<file path="src/rtl/add_pkg.sv">
// rtl/add_pkg.sv - shared adder package: controller states and default width
package add_pkg;

   // Default operand width shared by the parallel adders and the serial controller
   localparam int ADD_WIDTH = 8;

   // Serial controller sequencing states
   typedef enum logic [1:0] {
      IDLE = 2'd0,
      RUN  = 2'd1,
      DONE = 2'd2
   } add_state_t;

endpackage

</file>
<file path="src/rtl/fa_bit_cell.sv">
// rtl/fa_bit_cell.sv - one-bit full-adder cell with propagate output
module fa_bit_cell (
   input  logic a,
   input  logic b,
   input  logic ci,
   output logic s,
   output logic p,
   output logic co
);

   // Propagate is shared by the sum and the carry; carry-out is majority(a, b, ci)
   assign p  = a ^ b;
   assign s  = p ^ ci;
   assign co = (a & b) | (ci & p);

endmodule

</file>
<file path="src/rtl/serial_add_ctrl.sv">
// rtl/serial_add_ctrl.sv - bit-serial adder controller, LSB first, one bit per clock
module serial_add_ctrl
   import add_pkg::*;
#(
   parameter  int WIDTH = ADD_WIDTH,
   localparam int CNT_W = $clog2(WIDTH)
) (
   input  logic             clk,
   input  logic             rst,
   input  logic             in_valid,
   output logic             in_ready,
   input  logic [WIDTH-1:0] a,
   input  logic [WIDTH-1:0] b,
   input  logic             cin,
   input  logic             flush,
   output logic             out_valid,
   input  logic             out_ready,
   output logic [WIDTH-1:0] sum,
   output logic             cout,
   output logic             ovf,
   output logic             prop_all,
   output logic             busy
);

   add_state_t       state;
   logic [WIDTH-1:0] sa;        // operand A; sum bits shift in at the top as A drains
   logic [WIDTH-1:0] sb;        // operand B
   logic             carry;
   logic             prop_acc;
   logic [CNT_W-1:0] count;
   logic             bit_s;
   logic             bit_p;
   logic             bit_c;
   logic             last_bit;

   fa_bit_cell u_cell (
      .a  (sa[0]),
      .b  (sb[0]),
      .ci (carry),
      .s  (bit_s),
      .p  (bit_p),
      .co (bit_c)
   );

   assign last_bit  = (count == CNT_W'(WIDTH - 1));
   assign in_ready  = (state == IDLE);
   assign out_valid = (state == DONE);
   assign busy      = (state != IDLE);

   // Sequencer: load operands, step the bit cell WIDTH times, then hold the result for the consumer
   always_ff @(posedge clk or posedge rst) begin
      if (rst) begin
         state    <= IDLE;
         sa       <= '0;
         sb       <= '0;
         carry    <= 1'b0;
         prop_acc <= 1'b0;
         count    <= '0;
         sum      <= '0;
         cout     <= 1'b0;
         ovf      <= 1'b0;
         prop_all <= 1'b0;
      end else if (flush) begin
         // Abort wins over any handshake; the last published result stays visible
         state <= IDLE;
         count <= '0;
         carry <= 1'b0;
      end else begin
         case (state)
            IDLE: begin
               if (in_valid) begin
                  sa       <= a;
                  sb       <= b;
                  carry    <= cin;
                  count    <= '0;
                  prop_acc <= 1'b1;
                  state    <= RUN;
               end
            end
            RUN: begin
               sa       <= {bit_s, sa[WIDTH-1:1]};
               sb       <= {1'b0, sb[WIDTH-1:1]};
               carry    <= bit_c;
               prop_acc <= prop_acc & bit_p;
               if (last_bit) begin
                  // carry still holds the carry into the MSB at this point
                  sum      <= {bit_s, sa[WIDTH-1:1]};
                  cout     <= bit_c;
                  ovf      <= carry ^ bit_c;
                  prop_all <= prop_acc & bit_p;
                  state    <= DONE;
               end else begin
                  count <= count + 1'b1;
               end
            end
            DONE: begin
               if (out_ready) begin
                  state <= IDLE;
               end
            end
            default: begin
               state <= IDLE;
            end
         endcase
      end
   end

endmodule

</file>
<file path="config.mk">
export PLATFORM = sky130hd
export DESIGN_NAME = serial_add_ctrl
export DESIGN_NICKNAME = d
export VERILOG_FILES = /design/src/rtl/add_pkg.sv /design/src/rtl/fa_bit_cell.sv /design/src/rtl/serial_add_ctrl.sv
export SDC_FILE = /design/constraint.sdc
export NUM_CORES = 1
export LEC_CHECK = 0
export BUFFER_PORTS_ARGS = -buffer_cell sky130_fd_sc_hd__buf_4
export CORE_MARGIN = 5
export CORE_UTILIZATION = 40
export CTS_CLUSTER_SIZE = 24
export DETAILED_ROUTE_END_ITERATION = 8
export SLEW_MARGIN = 10
export SYNTH_ARGS = -nofsm -noshare
export SYNTH_HDL_FRONTEND = slang
export SYNTH_SLANG_ARGS = --single-unit
</file>
<file path="constraint.sdc">
create_clock -name clk -period 2.3 [get_ports clk]
set_clock_uncertainty 0.1 [all_clocks]
set_input_delay 0.345 -clock clk [delete_from_list [all_inputs] [get_ports clk]]
set_output_delay 0.345 -clock clk [all_outputs]
set_load 0.005 [all_outputs]
</file>
# Word level (Yosys, flattened, before mapping)
# Index checks and enable logic that the tools add are counted.
[totals]
elab_cells = 54
ff_bits = 34
output_inout_bits = 14
[op_classes]
n_bitwise = 8
eq_ne = 8
n_reduce_logical = 9
mux = 18
n_addsub = 1
[ops]
columns = ["operator", "count"]
rows = [
  ["$pmux W8 S2", 2],
  ["$mux W8", 2],
  ["$reduce_and A3 Y1", 4],
  ["$mux W3", 3],
  ["$mux W2", 4],
  ["$ne A3 B2 Y1 const B", 2],
  ["$ne A3 B3 Y1 const B", 2],
  ["$pmux W2 S3", 1],
  ["$pmux W3 S2", 1],
  ["$pmux W1 S2", 2],
  ["$reduce_bool A2 Y1", 2],
  ["$add A3 B1 Y3 const B", 1],
  ["$and A1 B1 Y1", 3],
  ["$eq A3 B3 Y1 const B", 1],
  ["$mux W1", 3],
  ["$reduce_bool A3 Y1", 1],
  ["$xor A1 B1 Y1", 3],
  ["$eq A2 B1 Y1 const B", 1],
  ["$eq A2 B2 Y1 const B", 1],
  ["$logic_not A2 Y1", 1],
  ["$ne A2 B2 Y1 const B", 1],
  ["$reduce_and A2 Y1", 1],
  ["$not A1 Y1", 1],
  ["$or A1 B1 Y1", 1],
]

# Logic depth before layout (Yosys ltp)
# Gate-level depths: netlist (run 1).
[logic_depth]
depth_word = 5
depth_mapped = 7
mapped_depth_nobuf = 5

# Hierarchy
# A second synthesis (run 1) with hierarchy kept.
[unflattened]
cells_unflattened = 121
area_unflattened_um2 = 1706.6
[modules_own_cells]
columns = ["mod", "area_per_inst_um2", "n_inst", "cells_per_inst"]
rows = [
  ["serial_add_ctrl", 1674.1, 1, 119],
  ["fa_bit_cell", 32.5, 1, 2],
]

# Least setup slack after synthesis (run 1)
# No wires, ideal clock.
[synth_path]
kind = "register -> register"
startpoint = "reg count[0]"
endpoint = "reg sum[1]"
synth_period_minus_slack_ns = 1.784
setup_ns = 0.125
n_path_buf = 2
slack_ns = 0.516
stages_incl_launch_ff = 7
t_arrival_ns = 1.559
path_cell_list = "dfrtp_1 ha_1 ha_1 and4bb_1 buf_6 buf_12 mux2_4"
[synth_between]
elab_chain_len = 2
[synth_rtl]
columns = ["element", "line_no", "rtl"]
rows = [
  ["from (decl)", "serial_add_ctrl.sv:30", "logic [CNT_W-1:0] count;"],
  ["from (signal assigned)", "serial_add_ctrl.sv:93", "count <= count + 1'b1;"],
  ["$eq A3 B3 Y1", "serial_add_ctrl.sv:45", "assign last_bit = (count == CNT_W'(WIDTH - 1));"],
  ["$reduce_and A3 Y1 (no line)", "-", ""],
  ["to (signal assigned)", "serial_add_ctrl.sv:87", "sum <= {bit_s, sa[WIDTH-1:1]};"],
  ["to (decl)", "serial_add_ctrl.sv:18", "output logic [WIDTH-1:0] sum,"],
]
# No other way between the ends.
# A chain may end at the register's enable or synchronous reset.

# Worst setup path after layout (run 1)
[layout_path]
startpoint = "reg count[1]"
endpoint = "reg sum[7]"
# The elaborated chain is that of the path after synthesis.

==> results of run 1 <==
[flip-flops by register name, indices dropped and copies added, names as in the netlist]
register,cells
count,3
sb,8
sum,8
sa,8
prop_all,1
prop_acc,1
carry,1
state,2
ovf,1
cout,1
[layout by cell type (no fill, tap or decap)]
master and n:
sky130_fd_sc_hd__inv_1 5, sky130_fd_sc_hd__o21ai_0 25, sky130_fd_sc_hd__mux2_2 4, sky130_fd_sc_hd__nand2_1 4
sky130_fd_sc_hd__fa_1 1, sky130_fd_sc_hd__or3b_2 1, sky130_fd_sc_hd__a21oi_1 4, sky130_fd_sc_hd__o31ai_1 1
sky130_fd_sc_hd__o21ai_1 9, sky130_fd_sc_hd__a31oi_1 3, sky130_fd_sc_hd__dfrtp_1 34, sky130_fd_sc_hd__and4bb_1 1
sky130_fd_sc_hd__xnor2_1 1, sky130_fd_sc_hd__a2111oi_2 1, sky130_fd_sc_hd__ha_1 3, sky130_fd_sc_hd__or2_1 1
sky130_fd_sc_hd__clkbuf_8 6, sky130_fd_sc_hd__nor2_1 4, sky130_fd_sc_hd__nor4b_1 1, sky130_fd_sc_hd__nand3_1 5
sky130_fd_sc_hd__clkinv_2 1, sky130_fd_sc_hd__or2_2 2, sky130_fd_sc_hd__clkbuf_1 1, sky130_fd_sc_hd__nor2b_1 1
sky130_fd_sc_hd__nand2b_1 1, sky130_fd_sc_hd__a21o_1 1, sky130_fd_sc_hd__o21bai_1 1, sky130_fd_sc_hd__buf_4 39
sky130_fd_sc_hd__mux2i_1 15, sky130_fd_sc_hd__mux2_4 5
[power breakdown]
group	switching, mW	internal (mW)	total, mW
Combinational	0.0987	0.0965	0.195
Sequential	0.0435	0.656	0.700
Clock	0.201	0.241	0.442
Total	0.343	0.994	1.34
[worst reg2reg max path: stages, from the launching register on]
cell and delay [ps]:
sky130_fd_sc_hd__dfrtp_1 390, sky130_fd_sc_hd__ha_1 160, sky130_fd_sc_hd__ha_1 260, sky130_fd_sc_hd__and4bb_1 680
sky130_fd_sc_hd__mux2_2 410
[cells by family after synthesis]
| logic type | after synthesis |
|---|---|
| and+or+nand+nor | 21 |
| buffers and inverters | 16 |
| AOI/OAI and AO/OA | 45 |
| adders and majority gates | 4 |
| muxes | 24 |
| DFF | 34 |
| xor gates and xnor gates | 1 |
[routing by layer]
layer,track usage [%],vias up,wire [microns],part of all wire (%)
met1,16.7,587,1500,42
met3,3.78,6,223,6.2
met4,5.53,0,46,1.3
met5,0,-,0,0
met2,24.8,31,1810,51
li1,-,581,-,-
[cell type report]
cell class / instances / share of cell area [%]
Inverter: 5 / 0.931
Clock inverter: 1 / 0.248
Tap cell: 50 / 3.10
Sequential cell: 34 / 42.2
Clock buffer: 7 / 4.28
Multi-Input combinational cell: 95 / 34.7
Timing Repair Buffer: 39 / 14.5
[final timing paths]
kind / startpoint / slack (ps) / to / cells after the start
min in group clk: b[7] / 210 / sb[7]$_DFFE_PP0P_ / 3
hold reg to reg: prop_acc$_DFFE_PP0P_ / 410 / prop_acc$_DFFE_PP0P_ / 2
setup reg to reg: count[1]$_DFFE_PP0P_ / 190 / sum[7]$_DFFE_PP0P_ / 4
setup / recovery: count[1]$_DFFE_PP0P_ / 190 / sum[7]$_DFFE_PP0P_ / 4
max in group asynchronous: rst / 1730 / count[2]$_DFFE_PP0P_ / 3
hold / removal: rst / 60 / sum[5]$_DFFE_PP0P_ / 3
==> flow_metrics.env, run 1 <==
export IMPL_routed_wl_per_cell_microns=15.5
export IMPL_worst_case_hold_slack_ps=59.3
export IMPL_first_iter_violations=68
export IMPL_cts_resized_gates=0
export IMPL_synth_top_cells_by_count="sky130_fd_sc_hd__dfrtp_1, sky130_fd_sc_hd__o21ai_0, sky130_fd_sc_hd__mux2i_1"
export IMPL_final_instance_area_sq_um=2020
export IMPL_number_of_antenna_violations_at_the_first_check_in_global_routing=0
export IMPL_synth_warning_count=0
export IMPL_viasPerCell=5.22
export IMPL_post_layout_total_power_mw=1.34
export IMPL_multi_input_area_sq_um=699
export IMPL_synth_mux_area_share_pct=16.3
export IMPL_powerDensity_nw_per_um2=663
export IMPL_vdd_ir_drop_worst_v=0.000299
export IMPL_clock_insertion_delay_worst_skew_ps=280
export IMPL_worst_path_max_delay_cell="sky130_fd_sc_hd__and4bb_1"
export IMPL_power_leakage_nw=1.02
export IMPL_synthToLayoutAreaGrowth_pct=21.2
export IMPL_die_area_sq_um=5550
export IMPL_worst_setup_hold_path_clk_slew_ps=70
export IMPL_utilization_pct=50.0
export IMPL_seq_area_frac_synth_pct=51.2
export IMPL_ant_nets=0
export IMPL_netlist_cell_type_count=32
export IMPL_setup_worst_path_class="flip-flop to flip-flop"
export IMPL_start_util_pct=41.3
export IMPL_library_cell_used_as_clock_root_buffer="sky130_fd_sc_hd__clkbuf_8"
export IMPL_inserted_diodes=0
export IMPL_synth_simple_area_share_pct=7.00
export IMPL_critPathBufInv=0
export IMPL_grt_first_pass_wirelength_microns=6070
export IMPL_i_o_buffers=35
export IMPL_post_synth_cell_area_avg_sq_um=11.5
export IMPL_ctsHtreeMaxLevel=2
export IMPL_critPathCaptureType="flip-flop"
export IMPL_clk_path_buf_depth=2
export IMPL_worstPathCellList="ha_1, ha_1, and4bb_1, mux2_2"
export IMPL_grt_util_all_layers_pct=14.2
export IMPL_n_fill_cell=390
export IMPL_layout_worst_path_cycle_share_pct=91.9
export IMPL_fin_ws_ps=186
export IMPL_least_margin_pin_slew_ps=684
export IMPL_synth_ff_latch_count=34
export IMPL_cap_viol_max_count=0
export IMPL_finalWirelength_microns=3570
export IMPL_fin_setup_tns_ps=0
export IMPL_final_max_slew_viol_count=0
export IMPL_cts_repair_timing_setup_buffer_count=0
export IMPL_global_route_overflow_total=0
export IMPL_post_synth_xor_area_fraction_pct=0.527
export IMPL_drt_drc_violations_left=0
export IMPL_drive_above_1_share_pct=32.6
export IMPL_area_share_of_the_largest_cell_type_after_synthesis_pct=51.2
export IMPL_pin_count_of_the_biggest_net_entering_global_routing=35
export IMPL_cp_start_kind="flip-flop"
export IMPL_preCtsSetupSlack_ps=163
export IMPL_boundaryPins=36
export IMPL_synth_compound_area_share_pct=14.8
export IMPL_ff_latch_area_sq_um=851
export IMPL_post_synth_instance_area_sq_um=1660
export IMPL_critPathArrivalTime_ps=2180
export IMPL_synth_top_family_by_area="multiplexers"
export IMPL_synth_area_leader_cell="sky130_fd_sc_hd__dfrtp_1"
export IMPL_worst_path_dominant_cell_family="simple AND/OR/NAND/NOR gates"
export IMPL_clock_sink_count=34
export IMPL_period_needed_ps=2110
export IMPL_cts_tree="done"
export IMPL_worstPathMaxFanout=14
export IMPL_chipWidth_microns=74.5
export IMPL_postSynthCellCount=145
export IMPL_synthesis_nets=171
export IMPL_critPathMostFrequentCell="sky130_fd_sc_hd__ha_1"
export IMPL_row_count=23
export IMPL_fp_coreArea_sq_um=4030
export IMPL_cpPeakStageDelay_ps=680
export IMPL_setup_violations_final=0
export IMPL_edff_count_synth=0
export IMPL_cts_made_buffers=5
export IMPL_max_slew_margin_rel_pct=54.4
export IMPL_status="finished, final reports clean"
export IMPL_dpl_hpwl_microns=2490
export IMPL_gp_congestion=0.718
export IMPL_holdCritPathClass="input port to asynchronous set/reset pin"
export IMPL_rsz0062_at_grt="no"
export IMPL_die_h_microns=74.5
export IMPL_timing_critical_path_required_ps=2370
export IMPL_synthTopCellsByArea="sky130_fd_sc_hd__dfrtp_1, sky130_fd_sc_hd__mux2i_1, sky130_fd_sc_hd__o21ai_0, sky130_fd_sc_hd__mux2_4, sky130_fd_sc_hd__o21ai_1"
export IMPL_first_global_vias=1322
export IMPL_final_hold_violation_count=0
export IMPL_finish_cell_count_without_fillers=231
export IMPL_num_nets_final=206
export IMPL_dr_pass1_iters=4
export IMPL_placed_cells_incl_taps=223
export IMPL_placed_area_sq_um=1920
export IMPL_synth_async_reset_ratio_pct=100
export IMPL_postSynth_topFlopCell="sky130_fd_sc_hd__dfrtp_1"
export IMPL_yosysMostFrequentCell="sky130_fd_sc_hd__dfrtp_1"
export IMPL_clock_fmax_mhz=473
export IMPL_post_cts_hold_buffer_count=0
export IMPL_routed_via_count=1205
export IMPL_synth_adder_area_share_pct=3.46
(Power assumes the default switching activity.)
==> inputs of run 2 (changes only) <==
- CELL_PAD_IN_SITES_DETAIL_PLACEMENT: not set -> 1
- CELL_PAD_IN_SITES_GLOBAL_PLACEMENT: not set -> 1
- CORE_MARGIN: 5 -> 2
- PLACE_DENSITY_LB_ADDON: not set -> 0.1
==> flow_metrics.env, run 2 (synthesis gave the netlist of run 1 again) <==
export IMPL_rsz0062_at_grt="no"
export IMPL_layout_cells_most_common="sky130_fd_sc_hd__buf_4"
export IMPL_layout_cells_most_common_list="sky130_fd_sc_hd__buf_4, sky130_fd_sc_hd__dfrtp_1, sky130_fd_sc_hd__o21ai_0"
export IMPL_post_cts_hold_buffer_count=0
export IMPL_post_layout_total_power_mw=1.36
export IMPL_cts_tree="done"
export IMPL_number_of_antenna_violations_at_the_first_check_in_global_routing=0
export IMPL_first_global_vias=1304
export IMPL_i_o_buffers=35
export IMPL_cts_repair_timing_setup_buffer_count=0
export IMPL_chipWidth_microns=68.5
export IMPL_die_h_microns=68.5
export IMPL_fin_ws_ps=157
export IMPL_routed_wl_per_cell_microns=16.5
export IMPL_critPathCaptureType="flip-flop"
export IMPL_cts_resized_gates=0
export IMPL_max_slew_margin_rel_pct=57.0
export IMPL_status="finished, final reports clean"
export IMPL_pin_count_of_the_biggest_net_entering_global_routing=35
export IMPL_cp_start_kind="flip-flop"
export IMPL_library_cell_used_as_clock_root_buffer="sky130_fd_sc_hd__clkbuf_8"
export IMPL_vdd_ir_drop_worst_v=0.000312
export IMPL_clock_insertion_delay_worst_skew_ps=280
export IMPL_holdCritPathClass="input port to asynchronous set/reset pin"
export IMPL_viasPerCell=5.31
export IMPL_worstPathMaxFanout=14
export IMPL_clk_path_buf_depth=2
export IMPL_layout_worst_path_cycle_share_pct=93.2
export IMPL_final_max_slew_viol_count=0
export IMPL_grt_first_pass_wirelength_microns=6240
export IMPL_ctsHtreeMaxLevel=2
export IMPL_setup_violations_final=0
export IMPL_clock_fmax_mhz=467
export IMPL_largest_registers="sa x8, sb x8, sum x8"
export IMPL_dpl_hpwl_microns=2710
export IMPL_power_leakage_nw=1.02
export IMPL_drive_above_1_share_pct=33.0
export IMPL_final_hold_violation_count=0
export IMPL_finalWirelength_microns=3840
export IMPL_die_area_sq_um=4690
export IMPL_ant_nets=0
export IMPL_preCtsSetupSlack_ps=132
export IMPL_clock_sink_count=34
export IMPL_least_margin_pin_slew_ps=645
export IMPL_row_count=23
export IMPL_grt_util_all_layers_pct=18.3
export IMPL_first_iter_violations=65
export IMPL_drt_drc_violations_left=0
export IMPL_timing_critical_path_required_ps=2370
export IMPL_setup_worst_path_class="flip-flop to flip-flop"
export IMPL_synthToLayoutAreaGrowth_pct=21.7
export IMPL_start_util_pct=41.6
export IMPL_boundaryPins=36
export IMPL_cap_viol_max_count=0
export IMPL_powerDensity_nw_per_um2=673
export IMPL_fp_coreArea_sq_um=4000
export IMPL_fin_setup_tns_ps=0
export IMPL_num_nets_final=207
export IMPL_critPathArrivalTime_ps=2210
export IMPL_period_needed_ps=2140
export IMPL_worst_setup_hold_path_clk_slew_ps=70
export IMPL_inserted_diodes=0
export IMPL_global_route_overflow_total=0
export IMPL_dr_pass1_iters=4
export IMPL_gp_congestion=0.778
export IMPL_cts_made_buffers=5
export IMPL_routed_via_count=1233
[run 2: changes by cell type in the layout (fill, tap and decap cells not counted)]
cell,change
sky130_fd_sc_hd__buf_4,+1
[run 2: path summary, 6_finish.rpt]
path	slack [ps]	cells past startpoint	start	end
worst max-delay path	160	4	count[0]$_DFFE_PP0P_	sum[0]$_DFFE_PP0P_
worst min-delay path	50	3	rst	sa[7]$_DFFE_PP0P_
worst max register to register	160	4	count[0]$_DFFE_PP0P_	sum[0]$_DFFE_PP0P_
worst min register to register	410	2	prop_acc$_DFFE_PP0P_	prop_acc$_DFFE_PP0P_
max in group asynchronous	1730	3	rst	sb[7]$_DFFE_PP0P_
min in group clk	240	3	b[7]	sb[7]$_DFFE_PP0P_
[run 2: routing by layer]
| metal | vias to the layer above | GRT usage, % | part of all wire, % |
|---|---|---|---|
| li1 | 584 | - | - |
| met3 | 5 | 4.11 | 3.4 |
| met5 | - | 0 | 0 |
| met1 | 618 | 22.6 | 45 |
| met2 | 26 | 30.8 | 50 |
| met4 | 0 | 7.50 | 1.4 |
[run 2: where the power goes]
part           internal [mW]  total [mW]  switching (mW)
combinational         0.0988       0.206           0.107
clock                  0.242       0.458           0.216
sequential             0.656       0.699          0.0431
[run 2: metrics by stage]
stage / area [sq um] / hold WS (ps) / utilization (%) / std cells
3_3_place_gp: 1930 / 373 / 48.3 / 224
3_5_place_dp: 1930 / 385 / 48.3 / 224
4_1_cts: 2020 / 76.6 / 50.6 / 232
5_1_grt: 2020 / 92.5 / 50.6 / 232
2_1_floorplan: 1660 / 368 / - / 145
6_report: 2020 / 52.7 / 50.6 / 232
[run 2: worst max-delay path, stage by stage, from the launching register on]
cell and delay [ps]:
sky130_fd_sc_hd__dfrtp_1 400, sky130_fd_sc_hd__ha_1 180, sky130_fd_sc_hd__ha_1 290, sky130_fd_sc_hd__and4bb_1 660
sky130_fd_sc_hd__mux2_2 400
[run 2: area by class of cell]
| class | instances | area, sq um |
|---|---|---|
| clock buffer | 7 | 86.3 |
| tap | 50 | 62.6 |
| clock inverter | 1 | 5.00 |
| inverter | 5 | 18.8 |
| multi-input combinational | 95 | 699 |
| sequential | 34 | 851 |
| timing repair buffer | 40 | 300 |
| fill | 447 | 1980 |
==> inputs of run 3 (changes only) <==
- clock period: 2.3 -> 2.35 ns (I/O delays scaled with it)
==> flow_metrics.env, run 3 (synthesis gave the netlist of run 1 again) <==
export IMPL_status="finished, final reports clean"
export IMPL_timing_critical_path_required_ps=2420
export IMPL_clk_path_buf_depth=2
export IMPL_routed_wl_per_cell_microns=16.4
export IMPL_die_area_sq_um=4690
export IMPL_crit_path_end="cout$_DFFE_PP0P_"
export IMPL_grt_util_all_layers_pct=18.4
export IMPL_start_util_pct=41.6
export IMPL_preCtsSetupSlack_ps=156
export IMPL_row_count=23
export IMPL_finalWirelength_microns=3780
export IMPL_cap_viol_max_count=0
export IMPL_ff_latch_area_sq_um=851
export IMPL_clock_sink_count=34
export IMPL_i_o_buffers=35
export IMPL_grt_first_pass_wirelength_microns=6150
export IMPL_chipWidth_microns=68.5
export IMPL_dpl_hpwl_microns=2610
export IMPL_powerDensity_nw_per_um2=641
export IMPL_post_cts_hold_buffer_count=0
export IMPL_met1_usage_pct=23.2
export IMPL_cts_resized_gates=0
export IMPL_rr_endpoint="cout$_DFFE_PP0P_"
export IMPL_holdCritPathClass="input port to asynchronous set/reset pin"
export IMPL_least_margin_pin_slew_ps=684
export IMPL_library_cell_used_as_clock_root_buffer="sky130_fd_sc_hd__clkbuf_8"
export IMPL_first_iter_violations=61
export IMPL_drt_drc_violations_left=0
export IMPL_fin_setup_tns_ps=0
export IMPL_boundaryPins=36
export IMPL_dr_pass1_iters=4
export IMPL_synthToLayoutAreaGrowth_pct=20.5
export IMPL_ctsHtreeMaxLevel=2
export IMPL_worstPathMaxFanout=14
export IMPL_pwr_share_seq_pct=53.6
export IMPL_fin_ws_ps=158
export IMPL_power_leakage_nw=1.01
export IMPL_cts_tree="done"
export IMPL_viasPerCell=5.28
export IMPL_post_layout_total_power_mw=1.28
export IMPL_global_routing_usage_on_met3_pct=4.93
export IMPL_die_h_microns=68.5
export IMPL_layout_cells_most_common_list="sky130_fd_sc_hd__buf_4, sky130_fd_sc_hd__dfrtp_1, sky130_fd_sc_hd__o21ai_0"
export IMPL_cts_repair_timing_setup_buffer_count=0
export IMPL_grt_busiest_layer="met2"
export IMPL_vdd_ir_drop_worst_v=0.000307
export IMPL_first_global_vias=1297
export IMPL_rsz0062_at_grt="no"
export IMPL_multi_input_area_sq_um=699
export IMPL_met2_usage_grt_pct=30.0
export IMPL_worst_setup_hold_path_clk_slew_ps=70
export IMPL_final_hold_violation_count=0
export IMPL_layout_cells_most_common="sky130_fd_sc_hd__buf_4"
export IMPL_setup_worst_path_class="flip-flop to flip-flop"
export IMPL_fp_coreArea_sq_um=4000
export IMPL_r2r_setup_slack_ps=160
export IMPL_drive_above_1_share_pct=32.8
export IMPL_combinational_group_share_of_total_power_pct=15.1
export IMPL_cellInternalPower_mw=0.935
export IMPL_p_switching_mw=0.348
export IMPL_max_slew_margin_rel_pct=54.4
export IMPL_timing_critical_path_from="count[0]$_DFFE_PP0P_"
export IMPL_largest_registers="sa x8, sb x8, sum x8"
export IMPL_pin_count_of_the_biggest_net_entering_global_routing=35
export IMPL_clock_fmax_mhz=456
export IMPL_finish_cell_count_without_fillers=230
export IMPL_global_route_overflow_total=0
export IMPL_n_fill_cell=449
export IMPL_ant_nets=0
export IMPL_final_max_slew_viol_count=0
export IMPL_reg2reg_launch_point="count[0]$_DFFE_PP0P_"
export IMPL_fraction_of_power_spent_switching_nets_pct=27.1
export IMPL_period_needed_ps=2190
export IMPL_critPathCaptureType="flip-flop"
export IMPL_placed_cells_incl_taps=223
export IMPL_gp_congestion=0.793
export IMPL_clock_insertion_delay_worst_skew_ps=280
export IMPL_setup_violations_final=0
export IMPL_layout_worst_path_cycle_share_pct=93.3
export IMPL_routed_via_count=1215
export IMPL_cp_start_kind="flip-flop"
export IMPL_num_nets_final=206
export IMPL_rr_worst_depth=4
export IMPL_cts_made_buffers=5
export IMPL_power_frac_clock_pct=31.4
export IMPL_critPathArrivalTime_ps=2260
export IMPL_inserted_diodes=0
export IMPL_number_of_antenna_violations_at_the_first_check_in_global_routing=0
[run 3: layout make-up]
cell class                 count  area share, %
clock buffer                   5           3.44
clock inverter                 2          0.500
inverter                       5          0.937
multi-input combinational     95           34.9
sequential                    34           42.5
tap                           50           3.12
timing repair buffer          39           14.6
[run 3: through the flow]
step | hold slack, ps | util [%] | cell area, sq um
final | 70.4 | 50.1 | 2000
after global routing | 99.2 | 50.1 | 2000
after CTS | 84.8 | 50.1 | 2000
after detailed placement | 397 | 48.1 | 1920
after global placement | 378 | 48.1 | 1920
after floorplan | 368 | - | 1660
[run 3: worst max-delay path, stage by stage, from the launching register on]
cell and delay, ps:
sky130_fd_sc_hd__dfrtp_1 400, sky130_fd_sc_hd__ha_1 190, sky130_fd_sc_hd__ha_1 290, sky130_fd_sc_hd__and4bb_1 690, sky130_fd_sc_hd__mux2_2 410
[run 3: worst min-delay path by stage]
stage | end | slack [ps]
2_1_floorplan | prop_acc$_DFFE_PP0P_ | 370
3_3_place_gp | sa[7]$_DFFE_PP0P_ | 380
3_5_place_dp | cout$_DFFE_PP0P_ | 400
4_1_cts | cout$_DFFE_PP0P_ | 80
5_1_grt | prop_all$_DFFE_PP0P_ | 100
6_report | sb[7]$_DFFE_PP0P_ | 70
[run 3: power by group through the flow]
stage	Clock, mW	Combinational [mW]	Sequential [mW]
after floorplan	0	0.138	0.680
after global placement	0	0.188	0.696
after detailed placement	0	0.197	0.699
after CTS	0.424	0.199	0.688
after global routing	0.449	0.223	0.695
final	0.402	0.194	0.688
[run 3: per-layer routing]
layer / vias up / part of all wire (%)
li1: 577 / -
met1: 615 / 44
met2: 21 / 52
met3: 2 / 3.2
met4: 0 / 0.56
met5: - / 0
